## src/rtl/sha256_bus_master.sv

```systemverilog
// Autonomous bus initiator for the SHA-256 peripheral. It loads one 512-bit block,
// starts init/next, polls for completion and reads the 256-bit digest back.
module sha256_bus_master #(
  parameter int                    ADDR_WIDTH = 64,
  parameter logic [ADDR_WIDTH-1:0] BASE_ADDR  = '0,
  parameter int                    POLL_LIMIT = 1024
) (
  input  logic                  clk_i,
  input  logic                  rst_i,
  input  logic                  cmd_valid_i,
  output logic                  cmd_ready_o,
  input  logic                  cmd_first_i,
  input  logic [511:0]          cmd_block_i,
  output logic [255:0]          digest_o,
  output logic                  digest_valid_o,
  output logic                  err_o,
  output logic                  busy_o,
  output logic                  bus_req_o,
  output logic                  bus_we_o,
  output logic [ADDR_WIDTH-1:0] bus_addr_o,
  output logic [63:0]           bus_wdata_o,
  input  logic                  bus_gnt_i,
  input  logic                  bus_rvalid_i,
  input  logic [63:0]           bus_rdata_i
);

  localparam logic [2:0] S_IDLE    = 3'd0;
  localparam logic [2:0] S_WR_DATA = 3'd1;
  localparam logic [2:0] S_WR_SET  = 3'd2;
  localparam logic [2:0] S_WR_CLR  = 3'd3;
  localparam logic [2:0] S_POLL    = 3'd4;
  localparam logic [2:0] S_RD_DIG  = 3'd5;
  localparam logic [2:0] S_DONE    = 3'd6;
  localparam logic [2:0] S_ERR     = 3'd7;

  localparam int                POLL_W    = (POLL_LIMIT > 1) ? $clog2(POLL_LIMIT) : 1;
  localparam logic [POLL_W-1:0] POLL_LAST = POLL_W'(POLL_LIMIT - 1);

  logic [2:0]            state;
  logic [3:0]            word_cnt;
  logic [POLL_W-1:0]     poll_cnt;
  logic [511:0]          block_q;
  logic                  first_q;
  logic                  wait_rv;

  logic                  tx_we;
  logic [4:0]            tx_idx;
  logic [63:0]           tx_wdata;
  logic [ADDR_WIDTH-1:0] tx_addr;
  logic                  tx_done;

  logic                  unused_rdata;
  assign unused_rdata = ^bus_rdata_i[63:32];

  assign cmd_ready_o = (state == S_IDLE);
  assign busy_o      = (state != S_IDLE);

  // Transaction that the current state wants to issue next.
  always_comb begin
    tx_we    = 1'b0;
    tx_idx   = 5'd0;
    tx_wdata = 64'd0;
    case (state)
      S_WR_DATA: begin
        tx_we    = 1'b1;
        tx_idx   = {1'b0, word_cnt} + 5'd1;
        tx_wdata = {32'd0, block_q[{word_cnt, 5'd0} +: 32]};
      end
      S_WR_SET: begin
        tx_we    = 1'b1;
        tx_wdata = first_q ? 64'h1 : 64'h2;
      end
      S_WR_CLR: tx_we = 1'b1;
      S_POLL:   tx_idx = 5'd17;
      S_RD_DIG: tx_idx = 5'd18 + {2'b00, word_cnt[2:0]};
      default:  tx_idx = 5'd0;
    endcase
  end

  assign tx_addr = BASE_ADDR + ADDR_WIDTH'({tx_idx, 3'b000});
  assign tx_done = wait_rv ? bus_rvalid_i : (bus_req_o && bus_gnt_i && bus_rvalid_i);

  always_ff @(posedge clk_i) begin
    if (rst_i) begin
      state          <= S_IDLE;
      word_cnt       <= 4'd0;
      poll_cnt       <= '0;
      block_q        <= '0;
      first_q        <= 1'b0;
      wait_rv        <= 1'b0;
      bus_req_o      <= 1'b0;
      bus_we_o       <= 1'b0;
      bus_addr_o     <= '0;
      bus_wdata_o    <= 64'd0;
      digest_o       <= '0;
      digest_valid_o <= 1'b0;
      err_o          <= 1'b0;
    end else begin
      digest_valid_o <= 1'b0;
      case (state)
        S_IDLE: begin
          if (cmd_valid_i) begin
            // The first data write goes out straight from the accept cycle.
            state       <= S_WR_DATA;
            block_q     <= cmd_block_i;
            first_q     <= cmd_first_i;
            err_o       <= 1'b0;
            word_cnt    <= 4'd0;
            poll_cnt    <= '0;
            bus_req_o   <= 1'b1;
            bus_we_o    <= 1'b1;
            bus_addr_o  <= BASE_ADDR + ADDR_WIDTH'(8);
            bus_wdata_o <= {32'd0, cmd_block_i[31:0]};
          end
        end
        S_DONE: state <= S_IDLE;
        S_ERR: begin
          err_o <= 1'b1;
          state <= S_IDLE;
        end
        default: begin
          if (bus_req_o && bus_gnt_i) begin
            bus_req_o <= 1'b0;
            wait_rv   <= !bus_rvalid_i;
          end else if (wait_rv && bus_rvalid_i) begin
            wait_rv <= 1'b0;
          end else if (!bus_req_o && !wait_rv) begin
            bus_req_o   <= 1'b1;
            bus_we_o    <= tx_we;
            bus_addr_o  <= tx_addr;
            bus_wdata_o <= tx_wdata;
          end

          // Advance only once the outstanding transaction has completed.
          if (tx_done) begin
            case (state)
              S_WR_DATA: begin
                word_cnt <= word_cnt + 4'd1;
                if (word_cnt == 4'd15) state <= S_WR_SET;
              end
              S_WR_SET: state <= S_WR_CLR;
              S_WR_CLR: begin
                state    <= S_POLL;
                poll_cnt <= '0;
              end
              S_POLL: begin
                if (bus_rdata_i[0]) begin
                  state    <= S_RD_DIG;
                  word_cnt <= 4'd0;
                end else if (poll_cnt == POLL_LAST) begin
                  state <= S_ERR;
                end else begin
                  poll_cnt <= poll_cnt + POLL_W'(1);
                end
              end
              S_RD_DIG: begin
                digest_o[{word_cnt[2:0], 5'd0} +: 32] <= bus_rdata_i[31:0];
                word_cnt <= word_cnt + 4'd1;
                if (word_cnt == 4'd7) begin
                  state          <= S_DONE;
                  digest_valid_o <= 1'b1;
                  word_cnt       <= 4'd0;
                end
              end
              default: state <= S_IDLE;
            endcase
          end
        end
      endcase
    end
  end

endmodule

```

## config.mk

```make
export PLATFORM = sky130hd
export DESIGN_NAME = sha256_bus_master
export DESIGN_NICKNAME = d
export VERILOG_FILES = /design/src/rtl/sha256_bus_master.sv
export SDC_FILE = /design/constraint.sdc
export NUM_CORES = 2
export LEC_CHECK = 0
export CORE_AREA = 2 2 376 378
export DETAILED_ROUTE_END_ITERATION = 12
export DIE_AREA = 0 0 378 380
export PLACE_DENSITY = 0.53
export SYNTH_ARGS = -nofsm -noshare
export SYNTH_HDL_FRONTEND = slang
export SYNTH_SLANG_ARGS = --single-unit
```

## constraint.sdc

```tcl
create_clock -name clk_i -period 9.1 [get_ports clk_i]
set_input_delay 1.365 -clock clk_i [delete_from_list [all_inputs] [get_ports clk_i]]
set_output_delay 1.365 -clock clk_i [all_outputs]
set_load 0.1 [all_outputs]
```

# Word-level counts from Yosys, hierarchy flattened
# Cells that the tools add are included.
word_totals:
  register_bits: 919
  output_inout_bits: 390
op_classes:
  add_sub_neg: 5
  eq_ne: 20
  shifts: 3
  muxes: 50
  n_bitwise: 4
  n_reduce_logical: 30
op_table:
  columns: ["op", "count"]
  rows:
  - ["$mux 64", 8]
  - ["$shiftx 512x10->32", 1]
  - ["$bwmux 256", 1]
  - ["$pmux 64 s2", 2]
  - ["$shift 32x10->256 const A", 1]
  - ["$shiftx 32x10->256", 1]
  - ["$pmux 32 s2", 1]
  - ["$mux 10", 4]
  - ["$pmux 10 s2", 2]
  - ["$mux 3", 6]
  - ["$mux 4", 4]
  - ["$pmux 3 s5", 1]
  - ["$pmux 5 s3", 1]
  - ["$reduce_and 5->1", 3]
  - ["$mux 1", 13]
  - ["$eq 3x3->1 const B", 4]
  - ["$ne 3x3->1 const B", 4]
  - ["$pmux 4 s3", 1]
  - ["$reduce_bool 3->1", 4]
  - ["$add 10x1->10 const B", 1]
  - ["$eq 10x10->1 const B", 1]
  - ["$neg 8->10", 1]
  - ["$ne 4x4->1 const B", 2]
  - ["$pmux 4 s2", 1]
  - ["other kinds (25)", 44]

# Longest topological paths before layout
logic_depth:
  word_depth: 7
  ltp_mapped: 14

# Worst setup path before layout
# No wires, ideal clock.
synth_path:
  path_kind: "register -> output"
  startpoint: "register state[2]"
  endpoint: "output cmd_ready_o"
  arrival_ns: 2.225
  required_time_ns: 7.735
  path_slack_ns: 5.510
  path_stages_with_launch: 6
  n_path_buf: 3
  cell_sequence: "dfxtp_1 buf_2 or3_1 buf_4 clkinv_2 clkbuf_1"
synth_between:
  elab_chain_cells: 1
synth_rtl:
  columns: ["item", "line_no", "rtl"]
  rows:
  - ["start, declared", "39", "logic [2:0] state;"]
  - ["start signal, assigned", "85", "state <= S_IDLE;"]
  - ["start signal, assigned", "104", "state <= S_WR_DATA;"]
  - ["start signal, assigned", "116", "S_DONE: state <= S_IDLE;"]
  - ["$logic_not 3->1", "55", "assign cmd_ready_o = (state == S_IDLE);"]
  - ["end, declared", "11", "output logic cmd_ready_o,"]
# No other way between the ends.

# Worst setup path after layout
layout_path:
  startpoint: "register state[1]"
  endpoint: "output cmd_ready_o"
# Same word-level chain as after synthesis.

==> run metrics <==
outcome=finished, final reports clean; top-count cell post-synth=nand2_1; Die Y=around 380 µm; setup TNS=0 ns; total power=11.94 mW; #FFs+latches synth=828; CP required=7.74 ns; HPWL after DPL=between 100000 and 150000 µm; clock period minus worst slack=5.386 ns; number of CTS-inserted buffers=97; fin. max-slew vios=0; initial antenna violation count=70; initial core utilization=24.77%; Die Width=378 µm; ranking of synthesized cells by area=dfxtp_1 48%, nand2_1 15%, a21oi_1 9.5%, mux4_2 8.4%, o21ai_0 2.9%; area delta synth->final=37.05%; Worst VDD drop=around 160 µV; CTS tree=done; die area=0.1436 mm²; Fin Clk Skew=~0.021 ns; register area share after synthesis=approximately 48%; synth unique cells=69; Slew @ Worst Pin=between 1 and 1.5 ns; Root Buffer=clkbuf_16; H-tree depth=3; GRT Resource Usage Total=about a fifth; fillers=14780; DR WL/cell=approximately 23 µm; period utilisation layout=59.19%; routed vias/inst=between 4 and 5; post-synth top area share=48.07%; Worst setup EP type=output pin; max cap viols=0; final setup violating endpoints=0; yosys synthesis warning count=0; Final Hold Viols=0; clk_lat worst skew=roughly 0.69 ns; Max Clk Rate=~0.19 GHz; DR pass1 iterations=5; worst slew margin relative to its limit=19.64%; Setup Fix Bufs, Post-CTS=0; Top FF cell, synth=dfxtp_1; Leak=16.17 nW; Sink Count=828; Post-synth top cells=1391 x nand2_1, 828 x dfxtp_1, 657 x a21oi_1, 256 x clkbuf_1, 201 x o21ai_0; share of layout cells above drive strength 1=7.532%; unrepaired setup endpoints after global routing=no; first-pass GRT wire length=around 220000 µm; via count=between 30000 and 40000; Post-synth EDFFs=0; post-synthesis async set-or-reset flop share=0%; Setup crit start kind=flip-flop; Critical Path AT=4.02 ns; # nets final=5424; Remaining Overflow, GRT=0; CP Class=reg -> out; Core Footprint=between 0.1 and 0.15 mm²; leading area contributor after synthesis=dfxtp_1; vias in the first global route=30450; io pins=~1000; worst-path maximum fanout=24; Hold Path Class=reg -> reg; Final GP Congestion=roughly 0.83; CTS clk-pin slew, worst paths=0.06 ns; total wire length=154000 µm; pin count of the biggest net entering global routing=214; Cell Area, Synth=0.03448 mm²; PD cells=252.6 mW/mm²; post-route ant nets=0; clk buf depth=3; cts repair resizes=0; Syn Inst Count=4187; fin util=around a third; IO Port Bufs=approximately 850; DR iter-0 viols=2397; Remaining DRCs=0; hold buffers post-CTS=0; Post-Syn Area per Cell=~8 µm²; std cell rows=137
[cell families after synthesis]
logic type                 synth area share, %
adders and majority gates               0.4354
other                                  0.01088
AOI/OAI and AO/OA                        14.27
xor gates and xnor gates               0.07622
and+or+nand+nor                          22.38
DFF                                      48.07
muxes                                    8.520
buffers and inverters                    6.234
[worst paths after layout]
path | from | end | slack [ns] | depth (start not counted)
worst max-delay path | state[1]$_SDFFE_PP0P_ | cmd_ready_o | 3.71 | 4
worst min-delay path | block_q[245]$_SDFFE_PP0P_ | block_q[245]$_SDFFE_PP0P_ | 0.45 | 2
worst max register to register | state[1]$_SDFFE_PP0P_ | block_q[140]$_SDFFE_PP0P_ | 4.19 | 8
worst min register to register | block_q[245]$_SDFFE_PP0P_ | block_q[245]$_SDFFE_PP0P_ | 0.45 | 2
[where the power goes]
group	switching, mW	internal (mW)
registers	0.304	4.11
clock network	1.66	2.31
logic	2.49	1.07
total	4.45	7.49
[metal layers]
metal  global-route usage [%]  vias up  wire length (µm)
met4                    7.245       68              4985
met3                    6.256      263             12970
met5                        0        -               433
met2                    33.97     1089             73000
li1                         -    15260                 -
met1                    25.20    15250             62630
[flip-flops by register name (all words and copies together), names as in the netlist]
register and flops:
block_q 512, bus_addr_o 5, bus_req_o 1, bus_wdata_o 32, bus_we_o 1, digest_o 256
digest_valid_o 1, err_o 1, first_q 1, poll_cnt 10, state 3, wait_rv 1
word_cnt 4
[critical path: stages, from the launching register on]
cell,delay [ns]
dfxtp_1,0.84
or3_1,0.62
clkinv_2,0.39
buf_4,0.38
clkdlybuf4s50_1,1.06
[layout make-up]
cell class / instances / area [µm²] / share of cell area (%)
timing repair buffer: 893 / 8869 / 18.77
antenna: 22 / 55.05 / 0.1165
inverter: 10 / 40.04 / 0.08473
clock buffer: 141 / 2854 / 6.040
clock inverter: 27 / 326.6 / 0.6911
sequential: 828 / 16590 / 35.10
multi-input combinational: 3000 / 16180 / 34.23
tap: 1876 / 2347 / 4.967
[cells in the final DEF (no fill, tap or decap), drive strengths merged, types with 16 or more instances in the layout]
cell type / n
clkdlybuf4s50: 842
conb: 91
nand2b: 75
clkbuf: 141
nand2: 1391
nor2: 52
buf: 51
mux4: 128
nor3: 39
nand3: 167
nor2b: 37
dfxtp: 828
clkinv: 16
a21oi: 657
diode: 22
a2111oi: 31
nand3b: 33
o21ai: 203
[metrics by stage]
step           std cells  hold WS [ns]  instance area (µm²)  setup WS [ns]
6_report            6797        0.4512                47250          3.714
5_1_grt             6793        0.4666                47240          3.582
4_1_cts             6775        0.4514                47200          3.670
2_1_floorplan       4277        0.4331                34820          5.510
3_5_place_dp        6607        0.4444                44020          4.251
3_3_place_gp        6607        0.4391                44020          4.261
No activity file was read; power rests on OpenSTA's default activity.
